<file path="config.mk">
export PLATFORM = sky130hd
export DESIGN_NAME = multicycle_control
export DESIGN_NICKNAME = d
export VERILOG_FILES = /design/src/rtl/ctrl_pkg.sv /design/src/rtl/multicycle_ctrl_outdec.sv /design/src/rtl/multicycle_control.sv
export SDC_FILE = /design/constraint.sdc
export NUM_CORES = 1
export LEC_CHECK = 0
export ABC_AREA = 1
export BUFFER_PORTS_ARGS = -buffer_cell sky130_fd_sc_hd__buf_4
export CAP_MARGIN = 0
export CORE_AREA = 8 8 45 47
export CTS_BUF_LIST = sky130_fd_sc_hd__clkbuf_16
export DETAILED_ROUTE_END_ITERATION = 6
export DIE_AREA = 0 0 53 55
export GPL_ROUTABILITY_DRIVEN = 0
export MAX_ROUTING_LAYER = met4
export PLACE_DENSITY_LB_ADDON = 0.2
export SLEW_MARGIN = 25
export SYNTH_ARGS = -nofsm -noshare
export SYNTH_HDL_FRONTEND = slang
export SYNTH_SLANG_ARGS = --single-unit
</file>
<file path="constraint.sdc">
create_clock -name clk -period 2.8 [get_ports clk]
set_input_delay 0.42 -clock clk [delete_from_list [all_inputs] [get_ports clk]]
set_output_delay 0.42 -clock clk [all_outputs]
set_load 0.01 [all_outputs]
</file>
<file path="src/rtl/ctrl_pkg.sv">
// Shared types and encodings for the multi-cycle main control FSM.
// State enum, datapath mux codes, default opcodes and the packed control-word struct.
package ctrl_pkg;

  typedef enum logic [3:0] {
    StFetch,
    StDecode,
    StMemAdr,
    StMemRd,
    StMemWb,
    StMemWr,
    StExec,
    StAluWb,
    StBranch
  } state_t;

  localparam logic [1:0] AluAdd   = 2'b00;
  localparam logic [1:0] AluSub   = 2'b01;
  localparam logic [1:0] AluFunct = 2'b10;

  localparam logic [1:0] SrcBRegB  = 2'b00;
  localparam logic [1:0] SrcBFour  = 2'b01;
  localparam logic [1:0] SrcBImm   = 2'b10;
  localparam logic [1:0] SrcBImmSh = 2'b11;

  localparam int unsigned DefOpRtype  = 0;
  localparam int unsigned DefOpLoad   = 1;
  localparam int unsigned DefOpStore  = 2;
  localparam int unsigned DefOpBranch = 3;

  typedef struct packed {
    logic       memRead;
    logic       memWrite;
    logic       iorD;
    logic       irWrite;
    logic       pcWrite;
    logic       branch;
    logic       pcSource;
    logic       aluSrcA;
    logic [1:0] aluSrcB;
    logic [1:0] aluOp;
    logic       regDst;
    logic       memtoReg;
    logic       regWrite;
    logic       instrDone;
    logic       illegalOp;
  } ctrl_t;

endpackage

</file>
<file path="src/rtl/multicycle_ctrl_outdec.sv">
// Combinational output decoder: current state plus mem_ready -> datapath control word.
// Memory-completion strobes (IRWrite, PCWrite, store instr_done) are qualified by memReady.
module multicycle_ctrl_outdec
  import ctrl_pkg::*;
(
  input  state_t state,
  input  logic   memReady,
  input  logic   opIllegal,
  output ctrl_t  ctrl
);

  always_comb begin
    ctrl = '0;
    unique case (state)
      StFetch: begin
        ctrl.memRead = 1'b1;
        ctrl.aluSrcB = SrcBFour;
        ctrl.aluOp   = AluAdd;
        ctrl.irWrite = memReady;
        ctrl.pcWrite = memReady;
      end
      StDecode: begin
        // Precompute branch target in ALUOut while the opcode is decoded.
        ctrl.aluSrcB   = SrcBImmSh;
        ctrl.aluOp     = AluAdd;
        ctrl.illegalOp = opIllegal;
        ctrl.instrDone = opIllegal;
      end
      StMemAdr: begin
        ctrl.aluSrcA = 1'b1;
        ctrl.aluSrcB = SrcBImm;
        ctrl.aluOp   = AluAdd;
      end
      StMemRd: begin
        ctrl.memRead = 1'b1;
        ctrl.iorD    = 1'b1;
      end
      StMemWb: begin
        ctrl.regWrite  = 1'b1;
        ctrl.memtoReg  = 1'b1;
        ctrl.instrDone = 1'b1;
      end
      StMemWr: begin
        ctrl.memWrite  = 1'b1;
        ctrl.iorD      = 1'b1;
        ctrl.instrDone = memReady;
      end
      StExec: begin
        ctrl.aluSrcA = 1'b1;
        ctrl.aluSrcB = SrcBRegB;
        ctrl.aluOp   = AluFunct;
      end
      StAluWb: begin
        ctrl.regWrite  = 1'b1;
        ctrl.regDst    = 1'b1;
        ctrl.instrDone = 1'b1;
      end
      StBranch: begin
        ctrl.aluSrcA   = 1'b1;
        ctrl.aluSrcB   = SrcBRegB;
        ctrl.aluOp     = AluSub;
        ctrl.branch    = 1'b1;
        ctrl.pcSource  = 1'b1;
        ctrl.instrDone = 1'b1;
      end
      default: ;
    endcase
  end

endmodule

</file>
<file path="src/rtl/multicycle_control.sv">
// Multi-cycle main control FSM: sequences fetch/decode/execute/writeback over a shared datapath.
// Holds the state register and next-state logic; outputs come from the decoder, forced 0 in reset.
module multicycle_control
  import ctrl_pkg::*;
#(
  parameter int unsigned OP_W      = 2,
  parameter int unsigned OP_RTYPE  = DefOpRtype,
  parameter int unsigned OP_LOAD   = DefOpLoad,
  parameter int unsigned OP_STORE  = DefOpStore,
  parameter int unsigned OP_BRANCH = DefOpBranch
) (
  input  logic            clk,
  input  logic            reset,
  input  logic [OP_W-1:0] op,
  input  logic            mem_ready,
  output logic            MemRead,
  output logic            MemWrite,
  output logic            IorD,
  output logic            IRWrite,
  output logic            PCWrite,
  output logic            Branch,
  output logic            PCSource,
  output logic            ALUSrcA,
  output logic [1:0]      ALUSrcB,
  output logic [1:0]      ALUOp,
  output logic            RegDst,
  output logic            MemtoReg,
  output logic            RegWrite,
  output logic            instr_done,
  output logic            illegal_op
);

  localparam logic [OP_W-1:0] OpRtype  = OP_W'(OP_RTYPE);
  localparam logic [OP_W-1:0] OpLoad   = OP_W'(OP_LOAD);
  localparam logic [OP_W-1:0] OpStore  = OP_W'(OP_STORE);
  localparam logic [OP_W-1:0] OpBranch = OP_W'(OP_BRANCH);

  if (OP_W < 2) begin : gen_bad_width
    $error("multicycle_control: OP_W must be at least 2");
  end
  if (OpRtype == OpLoad || OpRtype == OpStore || OpRtype == OpBranch ||
      OpLoad == OpStore || OpLoad == OpBranch || OpStore == OpBranch) begin : gen_bad_ops
    $error("multicycle_control: opcode parameters must be distinct");
  end

  state_t stateQ, stateD;
  ctrl_t  ctrl, ctrlOut;
  logic   isRtype, isLoad, isStore, isBranch, opIllegal;

  assign isRtype   = (op == OpRtype);
  assign isLoad    = (op == OpLoad);
  assign isStore   = (op == OpStore);
  assign isBranch  = (op == OpBranch);
  assign opIllegal = ~(isRtype | isLoad | isStore | isBranch);

  always_ff @(posedge clk or posedge reset) begin
    if (reset) begin
      stateQ <= StFetch;
    end else begin
      stateQ <= stateD;
    end
  end

  always_comb begin
    stateD = stateQ;
    unique case (stateQ)
      StFetch:  if (mem_ready) stateD = StDecode;
      StDecode: begin
        if (isRtype)                stateD = StExec;
        else if (isLoad || isStore) stateD = StMemAdr;
        else if (isBranch)          stateD = StBranch;
        else                        stateD = StFetch;
      end
      // The instruction register is stable, so op can be re-read to split load/store.
      StMemAdr: begin
        if (isLoad)       stateD = StMemRd;
        else if (isStore) stateD = StMemWr;
        else              stateD = StFetch;
      end
      StMemRd:  if (mem_ready) stateD = StMemWb;
      StMemWb:  stateD = StFetch;
      StMemWr:  if (mem_ready) stateD = StFetch;
      StExec:   stateD = StAluWb;
      StAluWb:  stateD = StFetch;
      StBranch: stateD = StFetch;
      default:  stateD = StFetch;
    endcase
  end

  multicycle_ctrl_outdec u_outdec (
    .state     (stateQ),
    .memReady  (mem_ready),
    .opIllegal (opIllegal),
    .ctrl      (ctrl)
  );

  // Gate combinationally so an abandoned instruction cannot strobe writes during reset.
  assign ctrlOut = reset ? '0 : ctrl;

  assign MemRead    = ctrlOut.memRead;
  assign MemWrite   = ctrlOut.memWrite;
  assign IorD       = ctrlOut.iorD;
  assign IRWrite    = ctrlOut.irWrite;
  assign PCWrite    = ctrlOut.pcWrite;
  assign Branch     = ctrlOut.branch;
  assign PCSource   = ctrlOut.pcSource;
  assign ALUSrcA    = ctrlOut.aluSrcA;
  assign ALUSrcB    = ctrlOut.aluSrcB;
  assign ALUOp      = ctrlOut.aluOp;
  assign RegDst     = ctrlOut.regDst;
  assign MemtoReg   = ctrlOut.memtoReg;
  assign RegWrite   = ctrlOut.regWrite;
  assign instr_done = ctrlOut.instrDone;
  assign illegal_op = ctrlOut.illegalOp;

endmodule
</file>
# Yosys cells after proc, flatten, opt, wreduce, memory -nomap -nowiden
# Cells that the tools add are included.
[word_totals] inputBits=5 output_inout_bits=17 ff_bits=4 word_cells=50
[classes] bitwise_logic=4 reduce_logical=9 n_mux=22 eq_ne=14
[op_table] operator="$mux 4" count=6
[op_table] operator="$pmux 4 s6" count=1
[op_table] operator="$pmux 4 s5" count=1
[op_table] operator="$mux 17" count=1
[op_table] operator="$eq 4x3->1 const B" count=4
[op_table] operator="$eq 4x2->1 const B" count=2
[op_table] operator="$mux 1" count=8
[op_table] operator="$mux 3" count=2
[op_table] operator="$ne 2x2->1 const B" count=3
[op_table] operator="$reduce_or 2->1" count=3
[op_table] operator="$reduce_or 3->1" count=2
[op_table] operator="$eq 2x2->1 const B" count=2
[op_table] operator="$eq 4x1->1 const B" count=1
[op_table] operator="$eq 4x4->1 const B" count=1
[op_table] operator="$logic_not 4->1" count=1
[op_table] operator="$mux 2" count=2
[op_table] operator="$or 1x1->1" count=3
[op_table] operator="$pmux 1 s3" count=1
[op_table] operator="$reduce_and 3->1" count=1
[op_table] operator="$eq 2x1->1 const B" count=1
[op_table] operator="$logic_not 2->1" count=1
[op_table] operator="$logic_or 1x1->1" count=1
[op_table] operator="$not 1->1" count=1

# Longest topological paths before layout
# Gate-level depths: netlist (run 1).
[depth] word_depth=7 ltp_mapped=7 depth_no_buf=7

# Cells and area by module
# Synthesis (run 1) repeated with hierarchy kept, for this count alone.
[unflattened] cells_unflattened=122 hier_area_um2=674.4
[modules_own_cells] mod="multicycle_control" area_per_inst_um2=495.5 instances=1 cells_each=83 seq_area_each_um2=100.1
[modules_own_cells] mod="multicycle_ctrl_outdec" area_per_inst_um2=178.9 instances=1 cells_each=39 seq_area_each_um2=0.0

# Worst setup path before layout (run 1)
# OpenSTA, ideal clock, no wires.
[synth_path] kind="flip-flop to output port" startpoint="register stateQ[3]" endpoint="output PCWrite" required_time_ps=2380 arrival_ps=1237 path_slack_ps=1143 stages_incl_launch_ff=5 n_path_buf=1 path_cell_list="dfrtp_1 nor2_4 nand2_2 nor3_1 buf_4"
[synth_via] elab_chain_len=3
[synth_rtl] element="start, declared" line="multicycle_control.sv:46" source="state_t stateQ, stateD;"
[synth_rtl] element="start signal, assigned" line="multicycle_control.sv:58" source="stateQ <= StFetch;"
[synth_rtl] element="start signal, assigned" line="multicycle_control.sv:60" source="stateQ <= stateD;"
[synth_rtl] element="$logic_not 4->1" line="multicycle_ctrl_outdec.sv:14" source="unique case (state)"
[synth_rtl] element="$mux 2" line="multicycle_ctrl_outdec.sv:14"
[synth_rtl] element="$mux 17" line="multicycle_control.sv:98" source="assign ctrlOut = reset ? '0 : ctrl;"
[synth_rtl] element="end, declared" line="multicycle_control.sv:20" source="output logic PCWrite,"
# Every way passes these cells.

# Worst setup path in the final report (run 1)
[layout_path] startpoint="register stateQ[1]" endpoint="output instr_done"
[layout_via] elab_chain_len=4 elab_cells_between_ends=8 classes_between="5 x eq/ne; 2 x mux; 1 x reduce/logical"
[layout_rtl] element="$eq 4x3->1 / $eq 4x4->1 (equally long branches)" line="multicycle_ctrl_outdec.sv:14"
[layout_rtl] element="$reduce_or 3->1 (no line)"
[layout_rtl] element="$pmux 1 s3 *" line="multicycle_ctrl_outdec.sv:14"
[layout_rtl] element="$mux 17 *" line="multicycle_control.sv:98"
[layout_rtl] element="end, declared" line="multicycle_control.sv:29" source="output logic instr_done,"
# Every way passes the cells marked *; elsewhere a longest branch is shown, timed or not.

==> summary.md, run 1 <==
| Metric | Value |
|---|---|
| Critical path depth in cells | 6 |
| TritonCTS buffer count | 3 |
| Synthesized area | 519 um2 |
| Layout-stage area growth over the synthesis result | 45.1% |
| Bufs on Longest Clock Path | 2 |
| Time the worst path needs with I/O delays and setup | 1.83 ns |
| Crit path from | stateQ[1] |
| Largest fanout of any net on the critical path | 7 |
| Final Hold Vio Count | 0 |
| Most repeated cell in the gate-level netlist after synthesis | sky130_fd_sc_hd__nand2_1 |
| Number of nets in the layout | 118 |
| Type of element launching the critical path | flop |
| Setup TNS | 0 ns |
| Maximum number of pins on one net before global-route repair | 15 |
| Asr flop ratio synth | 100% |
| Power density relative to cell area | 968 nW/um2 |
| Final standard cell count with taps included and fillers excluded | 122 |
| Number of iterations in the first detailed-routing pass | 4 |
| Number of enable flip-flop cells after synthesis | 0 |
| Top cells by area in the synthesized netlist | sky130_fd_sc_hd__dfrtp_1 19%, sky130_fd_sc_hd__nand2_1 15%, sky130_fd_sc_hd__ha_1 12% |
| Post-synthesis register bit count | 4 |
| Area enclosed by the die boundary | 2920 um2 |
| Period utilisation layout | 65.4% |
| Width of the chip | 53 um |
| Required time at the endpoint of the critical path | 2.38 ns |
| Hold buffer count at cts | 0 |
| Distinct cell type count after synthesis | 19 |
| Iteration-0 DRC count of the detailed router | 14 |
| Total Routed Length | 1370 um |
| Number of global-route vias before repair | 527 |
| Global-route wire length before repair | 2080 um |
| Count of cells resized by post-cts repair | 0 |
| Flip-flop and latch area | 100 um2 |
| Proportion of layout cells with a drive suffix above 1 | 31.1% |
| Most used flip-flop cell after synthesis | sky130_fd_sc_hd__dfrtp_1 |
| Number of sinks handled by clock tree synthesis | 4 |
| Count of max-cap constraint violations | 0 |
| Final design area excluding fillers | 753 um2 |
| Mean instance size in the synthesized netlist | 6.11 um2 |
| Nets in the synthesized netlist | 95 |
| Number of instances in the synthesized netlist | 85 |
| Area of the placeable core | 1380 um2 |
| Worst Path Buf+Inv | 1 |
| Via count of the routed design | 586 |
| Peak Freq | 0.546 GHz |
| Maximum ir drop on the vdd rail | 0.000709 V |
| Register with the highest flop count | stateQ |
| Number of cell instances on the worst register-to-register path | 6 |
| GRT overflow | 0 |
| DRC errors left | 0 |
| Switching power of the nets | 309 uW |
| Worst hold path type | primary input to asynchronous set/reset pin |
| Share of synthesized area occupied by flip-flops and latches | 19.3% |
| Switch share | 42.3% |
| Final setup violation count | 0 |
| Biggest regs | stateQ x4 |
| Starting utilization of the core area | 37.5% |
| Final Max Slew Viols | 0 |
| Largest register FFs | 4 |
| Vertical extent of the die | 55 um |
| Critical path class | flop to output pin |
| Fraction of post-synthesis cell area in the top cell type by area | 19.3% |
| Htree depth | 1 |
| Combinational fraction of design power | 53.9% |
| Number of input and output port buffers inserted | 21 |
| Leading post-synthesis cells by instance count | 21 x sky130_fd_sc_hd__nand2_1, 12 x sky130_fd_sc_hd__inv_1, 12 x sky130_fd_sc_hd__nor2_1 |
| Clock-pin slew on the worst setup and hold paths | 0.03 ns |
| Post-route core utilization | 54.4% |
| Startpoint of the worst-slack reg-to-reg timing path | stateQ[1] |
| Run status | completed |
| Site row count | 14 |
| CP peak stage delay | 0.45 ns |
| Combined area of the multi-input logic cells | 352 um2 |
| Data arrival time of the worst path | 1.41 ns |
| Setup Skew | 0.00271 ns |
| Tightest slew margin relative to the limit | 83.7% |
| Io pins | 22 |
| Cell area after placement | 678 um2 |
| Critical path's slowest cell | sky130_fd_sc_hd__dfrtp_1 |
| Worst-skew pair later-pin latency | 0.22 ns |
| GRT Overall Usage | 9.75% |
| Antenna Diode Count | 0 |
| Setup repair after global routing missed its margin | no |
| Dpl cells | 119 |
| Per-cell via count in the routed design | 4.80 |
| Post-DR wirelength/cell | 11.2 um |
| Slew @ Worst Pin | 0.244 ns |
| Critical path capture point type | output pin |
| Warnings from Yosys | 0 |
| Number of filler cells placed in the layout | 148 |
| Clock tree from TritonCTS | built |
| Leakage power summed over all cells | 0.000430 uW |
| P_int | 421 uW |
| Number of buffers added for setup after CTS | 0 |
| Library cell used as clock root buffer | sky130_fd_sc_hd__clkbuf_16 |
| Part of the total power dissipated in the clock network | 29.9% |
| Crit-path cells | nor2_2, nand3_1, nand3_1, nand2_1, nand2_1, buf_4 |
| Detailed placement HPWL | 1140 um |
| Family with the most delay on the worst path | simple AND/OR/NAND/NOR gates |
| Antenna-violating nets left | 0 |
| Relative contribution of sequential cells to total power | 16.2% |
| Number of antenna violations at the first check in global routing | 0 |
| Cell accounting for the most synthesized area | sky130_fd_sc_hd__dfrtp_1 |
-- path summary, 6_finish.rpt --
check	to	slack [ns]
setup reg to reg	stateQ[2]	1.59
min in group clk	stateQ[0]	0.56
max in group asynchronous	stateQ[1]	2.44
setup / recovery	instr_done	0.97
hold reg to reg	stateQ[0]	0.63
hold / removal	stateQ[3]	0.18
-- placed cells by master (no fill, tap or decap) --
cell type                    n
sky130_fd_sc_hd__a21oi_1     3
sky130_fd_sc_hd__a31oi_1     1
sky130_fd_sc_hd__buf_4      21
sky130_fd_sc_hd__clkbuf_16   3
sky130_fd_sc_hd__dfrtp_1     4
sky130_fd_sc_hd__ha_1        5
sky130_fd_sc_hd__inv_1      12
sky130_fd_sc_hd__inv_2       1
sky130_fd_sc_hd__nand2_1    21
sky130_fd_sc_hd__nand2_2     3
sky130_fd_sc_hd__nand3_1     9
sky130_fd_sc_hd__nand3_2     1
sky130_fd_sc_hd__nand4_1     1
sky130_fd_sc_hd__nor2_1     12
sky130_fd_sc_hd__nor2_2      2
sky130_fd_sc_hd__nor2_4      2
sky130_fd_sc_hd__nor3_1      3
sky130_fd_sc_hd__o211ai_1    1
sky130_fd_sc_hd__or2_1       1
-- cell families (layout without fill, tap and decap cells) --
| group | count (synthesis) | count (layout) | share of synthesized area (%) |
|---|---|---|---|
| buffers and inverters | 16 | 37 | 13.0 |
| flip-flops | 4 | 4 | 19.3 |
| AO/OA/AOI/OAI | 5 | 5 | 5.54 |
| adder cells (fa/ha/maj) | 5 | 5 | 12.0 |
| AND/OR/NAND/NOR | 55 | 55 | 50.1 |
-- routing by layer --
metal / wire (um) / up-vias / track usage [%]
li1: - / 306 / -
met1: 543 / 257 / 10.2
met2: 693 / 21 / 16.2
met3: 111 / 2 / 3.74
met4: 18 / 0 / 3.88
met5: 0 / - / -
-- through the flow --
step / hold slack [ns] / power, uW / setup slack, ns
after global routing: 0.204 / 792 / 0.874
after floorplan: 0.194 / 383 / 1.14
after CTS: 0.186 / 738 / 0.978
final: 0.183 / 729 / 0.970
after detailed placement: 0.417 / 514 / 1.05
after global placement: 0.414 / 513 / 1.08
-- power by group through the flow --
stage | clock network [uW] | registers (uW) | logic, uW
floorplan | 0 | 110 | 273
global placement | 0 | 119 | 394
detailed placement | 0 | 118 | 396
CTS | 222 | 118 | 398
global route | 227 | 122 | 443
finish | 218 | 118 | 393
-- layout make-up --
class,instances,share of cell area [%]
well taps,16,2.66
flip-flops and latches,4,13.3
multi-input cells,65,46.7
clock buffers,3,9.97
inverters,13,6.48
repair buffers,21,20.9
(Power assumes the default switching activity.)
==> inputs of run 2 (changes only) <==
==> constraint.sdc (replaced) <==
create_clock -name clk -period 1.5 [get_ports clk]
set_input_delay 0.225 -clock clk [delete_from_list [all_inputs] [get_ports clk]]
set_output_delay 0.225 -clock clk [all_outputs]
set_load 0.01 [all_outputs]
==> run 2 against run 1 <==
Against the previous run:
- the run now ends with negative setup slack left
- design area up 13%
- combinational power up 130%
- count of clock-buffer cells in the layout unchanged
- worst hold slack worse by 0.17 ns
- sequential cell count unchanged
- critical endpoint is now ALUSrcA
==> summary.md, run 2 (same netlist as run 1, synthesis figures left out) <==
| Metric | Value |
|---|---|
| Run status | complete, but fails checks |
| Failing checks | negative setup slack |
| Number of iterations in the first detailed-routing pass | 4 (unchanged) |
| Area of the placeable core | 1380 um2 (unchanged) |
| Number of global-route vias before repair | 599 (+14%) |
| Period utilisation layout | 103% |
| GRT overflow | 0 (unchanged) |
| Worst hold path type | primary input to asynchronous set/reset pin |
| Final Hold Vio Count | 0 (unchanged) |
| Minimum setup slack after placement | 0.119 ns (-0.932 ns) |
| Worst hold margin | 0.0147 ns (-0.169 ns) |
| Clock tree from TritonCTS | built |
| Count of max-cap constraint violations | 0 (unchanged) |
| Crit-path cells | nor2_4, nand2_1, a31oi_1, buf_4 |
| Vertical extent of the die | 55 um (unchanged) |
| Per-cell via count in the routed design | 5.02 (+4.6%) |
| Largest fanout of any net on the critical path | 6 (-1) |
| Critical path capture point type | output pin |
| Most common cell after layout, fill and taps aside | sky130_fd_sc_hd__buf_4 |
| Area enclosed by the die boundary | 2920 um2 (unchanged) |
| Tightest slew margin relative to the limit | 86.1% (+2.4 points) |
| Power density relative to cell area | 1840 nW/um2 (+90%) |
| Switching power of the nets | 685 uW (+120%) |
| Number of nets in the layout | 123 (+4.2%) |
| Layout-stage area growth over the synthesis result | 63.4% |
| Critical path's slowest cell | sky130_fd_sc_hd__dfrtp_2 |
| Register with the highest flop count | stateQ |
| Relative contribution of sequential cells to total power | 16.0% (-0.2 points) |
| Maximum number of pins on one net before global-route repair | 15 (unchanged) |
| Number of input and output port buffers inserted | 21 (unchanged) |
| Peak Freq | 0.649 GHz |
| Leakage power summed over all cells | 0.000454 uW (+5.6%) |
| Final setup violation count | 8 (+8) |
| Hold buffer count at cts | 0 (unchanged) |
| Commonest non-fill, non-tap cells in the layout | 25 x sky130_fd_sc_hd__buf_4, 19 x sky130_fd_sc_hd__nand2_1, 9 x sky130_fd_sc_hd__inv_1 |
| TritonCTS buffer count | 3 (unchanged) |
| Width of the chip | 53 um (unchanged) |
| GRT Overall Usage | 12.1% (+2.3 points) |
| Number of antenna violations at the first check in global routing | 0 (unchanged) |
| Setup Skew | 0.00290 ns (+0.000186 ns) |
| Worst-skew pair later-pin latency | 0.23 ns (about the same) |
| Part of the total power dissipated in the clock network | 26.7% (-3.2 points) |
| DRC errors left | 0 (unchanged) |
| Antenna Diode Count | 0 (unchanged) |
| Largest register FFs | 4 (unchanged) |
| Via count of the routed design | 638 (+8.9%) |
| P_int | 876 uW (+110%) |
| Total Routed Length | 1570 um (+15%) |
| Switch share | 43.9% (+1.6 points) |
| Dpl cells | 120 (+0.84%) |
| Final Max Slew Viols | 0 (unchanged) |
| Required time at the endpoint of the critical path | 1.27 ns (-1.11 ns) |
| Setup TNS | -0.163 ns (-0.163 ns) |
| Detailed placement HPWL | 1140 um (-0.26%) |
| Final standard cell count with taps included and fillers excluded | 127 (+4.1%) |
| Iteration-0 DRC count of the detailed router | 21 (+7) |
| Starting utilization of the core area | 37.5% (unchanged) |
| Maximum ir drop on the vdd rail | 0.00109 V (+53%) |
| Data arrival time of the worst path | 1.32 ns (-0.09 ns) |
| Combinational fraction of design power | 57.4% (+3.5 points) |
| CP peak stage delay | 0.44 ns (about the same) |
| Bufs on Longest Clock Path | 2 (unchanged) |
| Library cell used as clock root buffer | sky130_fd_sc_hd__clkbuf_16 |
| Proportion of layout cells with a drive suffix above 1 | 48.6% (+18 points) |
| Biggest regs | stateQ x4 |
| Antenna-violating nets left | 0 (unchanged) |
| Slew @ Worst Pin | 0.208 ns (-0.0364 ns) |
| Critical path class | flop to output pin |
| Post-route core utilization | 61.3% (+6.9 points) |
| Htree depth | 1 (unchanged) |
| Type of element launching the critical path | flop |
| Global-route wire length before repair | 2530 um (+22%) |
| Time the worst path needs with I/O delays and setup | 1.54 ns |
| Site row count | 14 (unchanged) |
| Clock-pin slew on the worst setup and hold paths | 0.03 ns (about the same) |
| Family with the most delay on the worst path | flip-flops |
| Worst-case setup margin in the final layout | -0.0408 ns (-1.01 ns) |
| Io pins | 22 (unchanged) |
| Worst Path Buf+Inv | 1 (unchanged) |
| Setup repair after global routing missed its margin | yes |
| Post-DR wirelength/cell | 12.4 um (+11%) |
| Number of sinks handled by clock tree synthesis | 4 (unchanged) |
-- run 2: cell count changes in the layout (fill, tap and decap cells not counted), sizes merged --
cell  change
buf       +5
-- run 2: power groups by stage --
stage	Sequential, uW	Combinational (uW)	Clock (uW)
floorplan	206	510	0
global placement	211	752	0
detailed placement	215	740	0
CTS	223	824	418
global route	255	995	429
finish	249	895	417
-- run 2: worst paths after layout --
kind	startpoint	endpoint	slack [ns]	cells past startpoint
worst max-delay path	stateQ[3]	ALUSrcA	-0.04	4
worst min-delay path	reset	stateQ[0]	0.01	2
worst max register to register	stateQ[1]	stateQ[2]	0.19	8
worst min register to register	stateQ[0]	stateQ[0]	0.61	2
max in group asynchronous	reset	stateQ[3]	1.29	2
min in group clk	mem_ready	stateQ[0]	0.35	4
-- run 2: worst reg2reg max path: stages, from the launching register on --
cell	delay, ns
sky130_fd_sc_hd__dfrtp_2	0.45
sky130_fd_sc_hd__nand2_1	0.13
sky130_fd_sc_hd__inv_1	0.11
sky130_fd_sc_hd__nand2_2	0.08
sky130_fd_sc_hd__buf_4	0.14
sky130_fd_sc_hd__nand3_2	0.07
sky130_fd_sc_hd__nand2_1	0.07
sky130_fd_sc_hd__nand2_1	0.08
sky130_fd_sc_hd__nand2_1	0.06
-- run 2: layout make-up --
cell class | count | area [um2]
multi-input combinational | 65 | 403
tap | 16 | 20.0
inverter | 13 | 53.8
timing repair buffer | 26 | 191
clock buffer | 3 | 75.1
sequential | 4 | 105
fill | 140 | 536
-- run 2: routing by layer --
metal	vias up	part of all wire, %	track usage (%)
met5	-	0	-
met4	0	4.2	9.05
met3	7	5.2	2.14
met2	19	49	19.7
met1	294	41	12.8
li1	318	-	-
-- run 2: stage by stage --
stage / area (um2) / total power, uW
6_report: 848 / 1560
2_1_floorplan: 519 / 716
3_3_place_gp: 686 / 963
3_5_place_dp: 686 / 954
4_1_cts: 802 / 1470
5_1_grt: 848 / 1680
-- run 2: repair_timing --
| item | in CTS | in global routing |
|---|---|---|
| setup endpoints to repair | 12 | 15 |
| setup buffers | 3 | 1 |
| pin swaps | 4 | 5 |
| gates resized for setup | 9 | 14 |
